`src/rtl/eth_frame_tx_gen2.sv`:
```
// Ethernet II frame transmitter: preamble/SFD, MAC header, payload stream with zero padding and overlength abort.
// Optional FCS (CRC-32, LSB byte first) appended when ETH_TX_FCS_EN is defined.
module eth_frame_tx_gen2 #(
   parameter int PREAMBLE_LEN = 7,
   parameter int MIN_PAYLOAD  = 46,
   parameter int MAX_PAYLOAD  = 1500,
   parameter int IFG_CYCLES   = 12
) (
   input  logic        clk,
   input  logic        rst,
   input  logic        tx_start,
   input  logic [47:0] dest_mac,
   input  logic [47:0] src_mac,
   input  logic [15:0] ethertype,
   input  logic [7:0]  tx_data_in,
   input  logic        tx_data_valid,
   input  logic        tx_data_last,
   output logic        tx_ready,
   output logic        tx_ready_frame,
   output logic [7:0]  tx_data_out,
   output logic        tx_out_valid,
   output logic        tx_sof,
   output logic        tx_eof,
   output logic        tx_done,
   output logic        tx_err
);

   typedef enum logic [3:0] {
      S_IDLE, S_PRE, S_SFD, S_DST, S_SRC, S_TYPE,
      S_PAY, S_PEND, S_PAD, S_FCS, S_IFG
   } state_t;

   localparam logic [15:0] PRE_LAST = 16'(PREAMBLE_LEN - 1);
   localparam logic [15:0] IFG_LAST = 16'(IFG_CYCLES - 1);
   localparam logic [13:0] MIN_CNT  = 14'(MIN_PAYLOAD);
   localparam logic [13:0] PAD_LAST = 14'(MIN_PAYLOAD - 1);
   localparam logic [13:0] MAX_LAST = 14'(MAX_PAYLOAD - 1);
   localparam logic [13:0] CNT_SAT  = 14'h3FFF;
`ifdef ETH_TX_FCS_EN
   localparam logic FCS_ON = 1'b1;
`else
   localparam logic FCS_ON = 1'b0;
`endif

   state_t      state_reg, state_next;
   logic [15:0] cnt_reg;
   logic [13:0] pay_cnt_reg;
   logic [7:0]  data_reg;
   logic        data_vld_reg;
   logic        ovl_reg;
   logic [47:0] dst_reg, src_reg;
   logic [15:0] type_reg;
   logic [47:0] dst_sh, src_sh;
   logic [7:0]  fcs_byte;
   logic        accept;
   logic        pay_inc;

   assign accept  = (state_reg == S_PAY) && tx_data_valid;
   assign pay_inc = accept || (state_reg == S_PAD);
   assign dst_sh  = dst_reg << {cnt_reg[2:0], 3'b000};
   assign src_sh  = src_reg << {cnt_reg[2:0], 3'b000};

   always_ff @(posedge clk or negedge rst) begin
      if (!rst) state_reg <= S_IDLE;
      else      state_reg <= state_next;
   end

   always_comb begin
      state_next = state_reg;
      case (state_reg)
         S_IDLE: if (tx_start) state_next = S_PRE;
         S_PRE:  if (cnt_reg == PRE_LAST) state_next = S_SFD;
         S_SFD:  state_next = S_DST;
         S_DST:  if (cnt_reg == 16'd5) state_next = S_SRC;
         S_SRC:  if (cnt_reg == 16'd5) state_next = S_TYPE;
         S_TYPE: if (cnt_reg == 16'd1) state_next = S_PAY;
         // The final byte (last flag or length limit) is drained in S_PEND with tx_ready low.
         S_PAY:  if (accept && (tx_data_last || pay_cnt_reg == MAX_LAST)) state_next = S_PEND;
         S_PEND: begin
            if (ovl_reg)                  state_next = S_IFG;
            else if (pay_cnt_reg < MIN_CNT) state_next = S_PAD;
            else if (FCS_ON)              state_next = S_FCS;
            else                          state_next = S_IFG;
         end
         S_PAD:  if (pay_cnt_reg == PAD_LAST) state_next = FCS_ON ? S_FCS : S_IFG;
         S_FCS:  if (cnt_reg == 16'd3) state_next = S_IFG;
         S_IFG:  if (cnt_reg == IFG_LAST) state_next = S_IDLE;
         default: state_next = S_IDLE;
      endcase
   end

   always_ff @(posedge clk or negedge rst) begin
      if (!rst) begin
         cnt_reg      <= '0;
         pay_cnt_reg  <= '0;
         data_reg     <= '0;
         data_vld_reg <= 1'b0;
         ovl_reg      <= 1'b0;
         dst_reg      <= '0;
         src_reg      <= '0;
         type_reg     <= '0;
      end else begin
         if (state_reg == S_IDLE || state_next != state_reg) cnt_reg <= '0;
         else                                               cnt_reg <= cnt_reg + 16'd1;
         data_vld_reg <= accept;
         if (accept) begin
            data_reg <= tx_data_in;
            ovl_reg  <= !tx_data_last && (pay_cnt_reg == MAX_LAST);
         end
         if (state_reg == S_IDLE) begin
            pay_cnt_reg <= '0;
            ovl_reg     <= 1'b0;
            if (tx_start) begin
               dst_reg  <= dest_mac;
               src_reg  <= src_mac;
               type_reg <= ethertype;
            end
         end else if (pay_inc && pay_cnt_reg != CNT_SAT) begin
            pay_cnt_reg <= pay_cnt_reg + 14'd1;
         end
      end
   end

`ifdef ETH_TX_FCS_EN
   logic [31:0] crc_reg;
   logic [31:0] fcs_sh;
   logic        crc_en;

   // Reflected CRC-32, one byte per cycle, LSB of each byte first.
   function automatic logic [31:0] crc_byte(input logic [31:0] c, input logic [7:0] d);
      logic [31:0] r;
      r = c ^ {24'h0, d};
      for (int i = 0; i < 8; i++)
         r = r[0] ? ((r >> 1) ^ 32'hEDB88320) : (r >> 1);
      return r;
   endfunction

   assign crc_en   = tx_out_valid && (state_reg inside {S_DST, S_SRC, S_TYPE, S_PAY, S_PEND, S_PAD});
   assign fcs_sh   = ~crc_reg >> {cnt_reg[1:0], 3'b000};
   assign fcs_byte = fcs_sh[7:0];

   always_ff @(posedge clk or negedge rst) begin
      if (!rst)                    crc_reg <= 32'hFFFFFFFF;
      else if (state_reg == S_IDLE) crc_reg <= 32'hFFFFFFFF;
      else if (crc_en)             crc_reg <= crc_byte(crc_reg, tx_data_out);
   end
`else
   assign fcs_byte = 8'h00;
`endif

   always_comb begin
      tx_ready       = (state_reg == S_PAY);
      tx_ready_frame = (state_reg == S_IDLE);
      tx_data_out    = 8'h00;
      tx_out_valid   = 1'b0;
      tx_sof         = 1'b0;
      tx_eof         = 1'b0;
      tx_done        = 1'b0;
      tx_err         = 1'b0;
      case (state_reg)
         S_PRE: begin
            tx_data_out  = 8'h55;
            tx_out_valid = 1'b1;
            tx_sof       = (cnt_reg == 16'd0);
         end
         S_SFD: begin
            tx_data_out  = 8'hD5;
            tx_out_valid = 1'b1;
         end
         S_DST: begin
            tx_data_out  = dst_sh[47:40];
            tx_out_valid = 1'b1;
         end
         S_SRC: begin
            tx_data_out  = src_sh[47:40];
            tx_out_valid = 1'b1;
         end
         S_TYPE: begin
            tx_data_out  = cnt_reg[0] ? type_reg[7:0] : type_reg[15:8];
            tx_out_valid = 1'b1;
         end
         S_PAY: begin
            tx_data_out  = data_reg;
            tx_out_valid = data_vld_reg;
         end
         S_PEND: begin
            tx_data_out  = data_reg;
            tx_out_valid = 1'b1;
            tx_err       = ovl_reg;
            tx_eof       = ovl_reg || (!FCS_ON && pay_cnt_reg >= MIN_CNT);
         end
         S_PAD: begin
            tx_out_valid = 1'b1;
            tx_eof       = !FCS_ON && (pay_cnt_reg == PAD_LAST);
         end
         S_FCS: begin
            tx_data_out  = fcs_byte;
            tx_out_valid = 1'b1;
            tx_eof       = (cnt_reg == 16'd3);
         end
         S_IFG: tx_done = (cnt_reg == 16'd0);
         default: ;
      endcase
   end

endmodule

```
`config.mk`:
```
export PLATFORM = sky130hd
export DESIGN_NAME = eth_frame_tx_gen2
export DESIGN_NICKNAME = d
export VERILOG_FILES = /design/src/rtl/eth_frame_tx_gen2.sv
export SDC_FILE = /design/constraint.sdc
export NUM_CORES = 1
export LEC_CHECK = 0
export CAP_MARGIN = 30
export CORE_MARGIN = 10
export CORE_UTILIZATION = 47
export DETAILED_ROUTE_END_ITERATION = 16
export GPL_ROUTABILITY_DRIVEN = 0
export PLACE_DENSITY = 0.75
export SLEW_MARGIN = 25
export SYNTH_ARGS = -nofsm -noshare
export SYNTH_HDL_FRONTEND = slang
export SYNTH_SLANG_ARGS = --single-unit
```
`constraint.sdc`:
```
create_clock -name clk -period 3 [get_ports clk]
set_input_delay 0.75 -clock clk [delete_from_list [all_inputs] [get_ports clk]]
set_output_delay 0.75 -clock clk [all_outputs]
set_load 0.05 [all_outputs]
```
[After elaboration in Yosys (flattened, before gate mapping)]
Index checks and enable logic that the tools add are counted.
Widths: inputs -> output; s select.
Word-level totals
  register bits: 156
  bits in latches: 0
  memory bits (writable): 0
  bits in read-only memories: 0
  input bits: 125
  output and inout bits: 15
  logic and storage cells: 74
  memories: 0
Cells by class
  add/sub/neg operators: 2
  multipliers: 0
  div/mod/pow operators: 0
  order comparisons: 2
  eq/ne operators: 19
  shift operators: 2
  multiplexer cells: 24
  bitwise operators: 0
  reduce and logical (&&, ||, !) cells: 16
Operator list (count)
  $shl 48x6->48: 2
  $pmux 8 s6: 1
  $pmux 4 s11: 1
  $mux 4: 9
  $eq 16x3->1 const B: 2
  $mux 14: 2
  $add 16x1->16 const B: 1
  $eq 16x1->1 const B: 1
  $eq 16x2->1 const B: 1
  $eq 16x4->1 const B: 1
  $eq 4x3->1 const B: 4
  $logic_not 16->1: 1
  $mux 16: 1
  $add 14x1->14 const B: 1
  $eq 14x11->1 const B: 1
  $eq 14x6->1 const B: 1
  $ge 14x6->1 const B: 1
  $lt 14x6->1 const B: 1
  $ne 14x14->1 const B: 1
  $eq 4x4->1 const B: 3
  $eq 4x2->1 const B: 2
  $mux 8: 1
  $reduce_or 8->1: 1
  $mux 1: 5
  12 further kinds: 20

[Depth between registers and ports, before layout]
  word-level depth: 8
  depth in mapped cells: 12
  depth with buffers taken out: 8

[Least setup slack after synthesis]
Ideal clock, no wire load.
  path kind: register -> output
  start: register state_reg[1]
  end: output tx_data_out[2]
  data arrival time: 3.195 ns
  data required time: 2.250 ns
  slack: -0.945 ns
  cell stages (with the launch flop): 8
  buffers on the path: 3
  path through: dfrtp_1 -> clkbuf_1 -> nor3_2 -> clkbuf_1 -> buf_2 -> mux4_2 -> mux2i_1 -> o21ai_0
On the way
  cells in the longest elaborated chain, start to end: 3
  elaborated cells on any way between the ends: 9
  classes of those cells: eq/ne (7); mux (1); reduce/logical (1)
Ends and longest elaborated chain
  start, declared: RTL line 45  | state_t state_reg, state_next;
  start signal, assigned: RTL line 65  | else state_reg <= state_next;
  $eq 4x3->1: RTL line 160  | case (state_reg)
  $reduce_or 2->1 (no source line)
  $pmux 8 s6 *: RTL line 160
  end, declared: RTL line 20  | output logic [7:0] tx_data_out,
Every way passes the cells marked *; elsewhere a longest branch is shown, timed or not.

[Worst setup path in the final report]
  start: register state_reg[0]
  end: output tx_data_out[5]
The elaborated chain is that of the path after synthesis.

==> flow_summary.rst <==
.. list-table::
   :header-rows: 1

   * - Metric
     - Value
   * - Max-slew headroom at the worst pin
     - 47.3%
   * - Setup TNS Final
     - -2260 ps
   * - Utilization after layout
     - between 60 and 70%
   * - Syn Inst Count
     - 626
   * - Number of fillers in the final layout
     - 1198
   * - Antenna violations before repair
     - 0
   * - Count of TritonRoute iterations in the first routing pass
     - 5
   * - Via count normalized by instance count
     - 5.65
   * - Die width
     - 149 um
   * - Root buffer selected by CTS
     - sky130_fd_sc_hd__clkbuf_16
   * - Via count of the routed design
     - 5820
   * - Wire length of the first global-routing pass
     - about 34000 um
   * - Layout Skew
     - 6.40 ps
   * - Max-slew violations
     - 0
   * - Clock buffer depth
     - 2
   * - Overall routing resource usage
     - 19.1%
   * - Synth Area per Inst
     - between 10 and 15 um2
   * - Setup repair after global routing missed its margin
     - yes
   * - Die boundary height
     - approximately 150 um
   * - Hold violation count in the final report
     - 0
   * - Later-pin clock latency in the skew report
     - 420 ps
   * - Initial cell density of the core
     - between 40 and 50%
   * - Final wirelength
     - approximately 21000 um
   * - Placed Cells incl. Taps
     - 983
   * - Clock transition at path regs
     - roughly 60 ps
   * - Cell taking the most area after synthesis
     - sky130_fd_sc_hd__dfrtp_1
   * - Period utilization
     - 112%
   * - Area of the core
     - 0.0164 mm2
   * - Proportion of layout cells with a drive suffix above 1
     - 34.8%
   * - IO Count
     - 140
   * - Leakage power total
     - 4.51 nW
   * - Cts-stage hold buffer count
     - 0
   * - Post-layout minimum cycle time
     - about 3400 ps
   * - Post-route DRC
     - 0
   * - Worst setup slack after placement
     - -82.5 ps
   * - CP Data Arrival Time
     - 2610 ps
   * - Synthesized Nets
     - 758
   * - Run status
     - finished with violations
   * - Vias in the first global route
     - 6322
   * - Net total in the final layout
     - 930
   * - Layout area overhead
     - 36.6%
   * - Violated checks
     - setup timing
   * - Half-perimeter wire length after detailed placement
     - 15300 um
   * - Post-synth ARST share
     - 100%
   * - Pwr Total
     - 9.56 mW
   * - Worst hold path class
     - input pin to async pin
   * - Count of antenna-violating nets left after detailed routing
     - 0
   * - Critical path data required time
     - ~2300 ps
   * - DR iter-0 viols
     - between 300 and 400
   * - Synth top area share
     - between 50% and 60%
   * - Buffers added on ports
     - 139
   * - Crit Path Category
     - register to output port
   * - Commonest cells in the synthesized netlist
     - 156 x sky130_fd_sc_hd__dfrtp_1, 116 x sky130_fd_sc_hd__mux2_2, 50 x sky130_fd_sc_hd__nand2_1
   * - Number of buffers created by CTS
     - 17
   * - Peak supply drop
     - 0.000683 V
   * - Post-route setup slack
     - -365 ps
   * - Number of placement rows
     - 47
   * - Number of non-filler instances in the completed layout
     - 1030
   * - Prevailing post-synth register cell
     - sky130_fd_sc_hd__dfrtp_1
   * - Total setup violations reported at the end of the flow
     - 9
   * - Startpoint type of the worst setup path
     - register
   * - Critical path peak fanout
     - 6
   * - Worst Reg2Reg Path Length in Cells
     - 10
   * - Number of clock sinks
     - 156
   * - CTS tree
     - done
   * - Ranking of synthesized cells by area
     - sky130_fd_sc_hd__dfrtp_1 50%, sky130_fd_sc_hd__mux2_2 17%, sky130_fd_sc_hd__mux4_2 6.9%, sky130_fd_sc_hd__nand2_1 2.4%, sky130_fd_sc_hd__mux2i_1 1.9%
   * - R2R Setup Slk
     - ~110 ps
   * - Max-cap violation count
     - 0
   * - Seq/Total Area, Yosys
     - 50.0%
   * - Transition time at the pin with the least slew margin
     - 791 ps
   * - Synthesis-stage register bit count
     - 156
   * - Yosys cell types
     - 58
   * - Residual overflow from global routing
     - 0
   * - Area enclosed by the die boundary
     - 0.0222 mm2
   * - Endpoint kind of the worst setup timing path
     - output port
   * - Post-Synthesis Cell Area
     - 0.00780 mm2
   * - Ant. Diodes
     - 0
   * - Ys Warns
     - 0
   * - Cell with the most instances after synthesis
     - sky130_fd_sc_hd__dfrtp_1
   * - Power density cells
     - 897 mW/mm2
   * - Post-detailed-route wirelength per cell
     - 20.3 um
   * - Number of synthesized flops with an enable pin
     - 0
   * - Largest net degree at the start of global routing
     - 113
   * - Number of levels in the clock H-tree
     - 4
   * - Top achievable clock speed
     - 297 MHz
-- where the power goes --
part	total (mW)	internal [mW]	switching, mW
Combinational	4.08	2.06	2.02
Sequential	3.44	2.94	0.505
Clock	2.04	1.15	0.891
-- path summary, 6_finish.rpt --
path                                      endpoint               startpoint
max                                 tx_data_out[5]   state_reg[0]$_DFF_PN0_
min                        type_reg[4]$_DFFE_PN0P_                      rst
max reg2reg                   cnt_reg[5]$_DFF_PN0_    cnt_reg[10]$_DFF_PN0_
min reg2reg                data_reg[2]$_DFFE_PN0P_  data_reg[2]$_DFFE_PN0P_
max in group asynchronous   state_reg[0]$_DFF_PN0_                      rst
min in group clk           data_reg[2]$_DFFE_PN0P_  data_reg[2]$_DFFE_PN0P_
-- final cells by class --
cell class	count	area, um2	area share, %
multi-input cells	421	3970	37.2
flip-flops and latches	156	3910	36.7
repair buffers	189	1910	17.9
clock buffers	20	437	4.10
well taps	220	275	2.58
clock inverters	11	113	1.06
inverters	13	48.8	0.458
-- kinds of logic (layout without fill, tap and decap cells) --
kind of cell               after synthesis  count (layout)  synth area share [%]
DFF                                    156             156                  50.0
xor gates and xnor gates                26              26                  3.02
AOI/OAI and AO/OA                       58              58                  4.67
buffers and inverters                   49             233                  2.60
muxes                                  156             156                  25.8
adders and majority gates                7               7                  1.12
and+or+nand+nor                        174             174                  12.8
-- stage by stage --
step	cell area, um2	hold WS (ps)
floorplan	7940	445
finish	10700	298
global route	10700	336
detailed placement	9810	463
global placement	9810	460
CTS	10500	323
-- routing by layer --
layer	share of wire (%)	track usage, %	routed length [um]
met5	0	0	0
met4	2.4	6.82	513
met3	6.3	6.07	1330
met2	50	31.4	10500
met1	41	23.3	8590
-- what timing repair did --
| item | 4_1_cts | 5_1_grt |
|---|---|---|
| setup endpoints to repair | 20 | 10 |
| buffers inserted | 12 | 6 |
| gates resized for setup | 18 | 21 |
| pin swaps | 14 | 10 |
-- cell usage in the layout, fill, tap and decap left out, types with 7 or more instances in the layout --
cell	count
sky130_fd_sc_hd__buf_12	11
sky130_fd_sc_hd__nand4_1	11
sky130_fd_sc_hd__o21ai_4	7
sky130_fd_sc_hd__inv_1	11
sky130_fd_sc_hd__buf_6	9
sky130_fd_sc_hd__nand3_1	14
sky130_fd_sc_hd__clkbuf_16	17
sky130_fd_sc_hd__ha_1	7
sky130_fd_sc_hd__xor2_1	11
sky130_fd_sc_hd__a21oi_1	15
sky130_fd_sc_hd__clkdlybuf4s50_1	123
sky130_fd_sc_hd__xnor2_1	14
sky130_fd_sc_hd__nor2_1	26
sky130_fd_sc_hd__mux2_2	116
sky130_fd_sc_hd__buf_4	44
sky130_fd_sc_hd__nor4_1	9
sky130_fd_sc_hd__nand2_1	47
sky130_fd_sc_hd__dfrtp_1	155
sky130_fd_sc_hd__mux4_2	24
sky130_fd_sc_hd__nor4_2	11
sky130_fd_sc_hd__mux2i_1	13
sky130_fd_sc_hd__o21ai_0	8
-- worst max-delay path, stage by stage, from the launching register on --
cell	delay, ps
sky130_fd_sc_hd__dfrtp_1	380
sky130_fd_sc_hd__nand2b_4	150
sky130_fd_sc_hd__nor3_4	200
sky130_fd_sc_hd__buf_12	160
sky130_fd_sc_hd__mux4_2	490
sky130_fd_sc_hd__a222oi_1	390
sky130_fd_sc_hd__buf_4	210
sky130_fd_sc_hd__o21ai_4	50
sky130_fd_sc_hd__buf_8	160
Power figures use the tool's default switching activity.
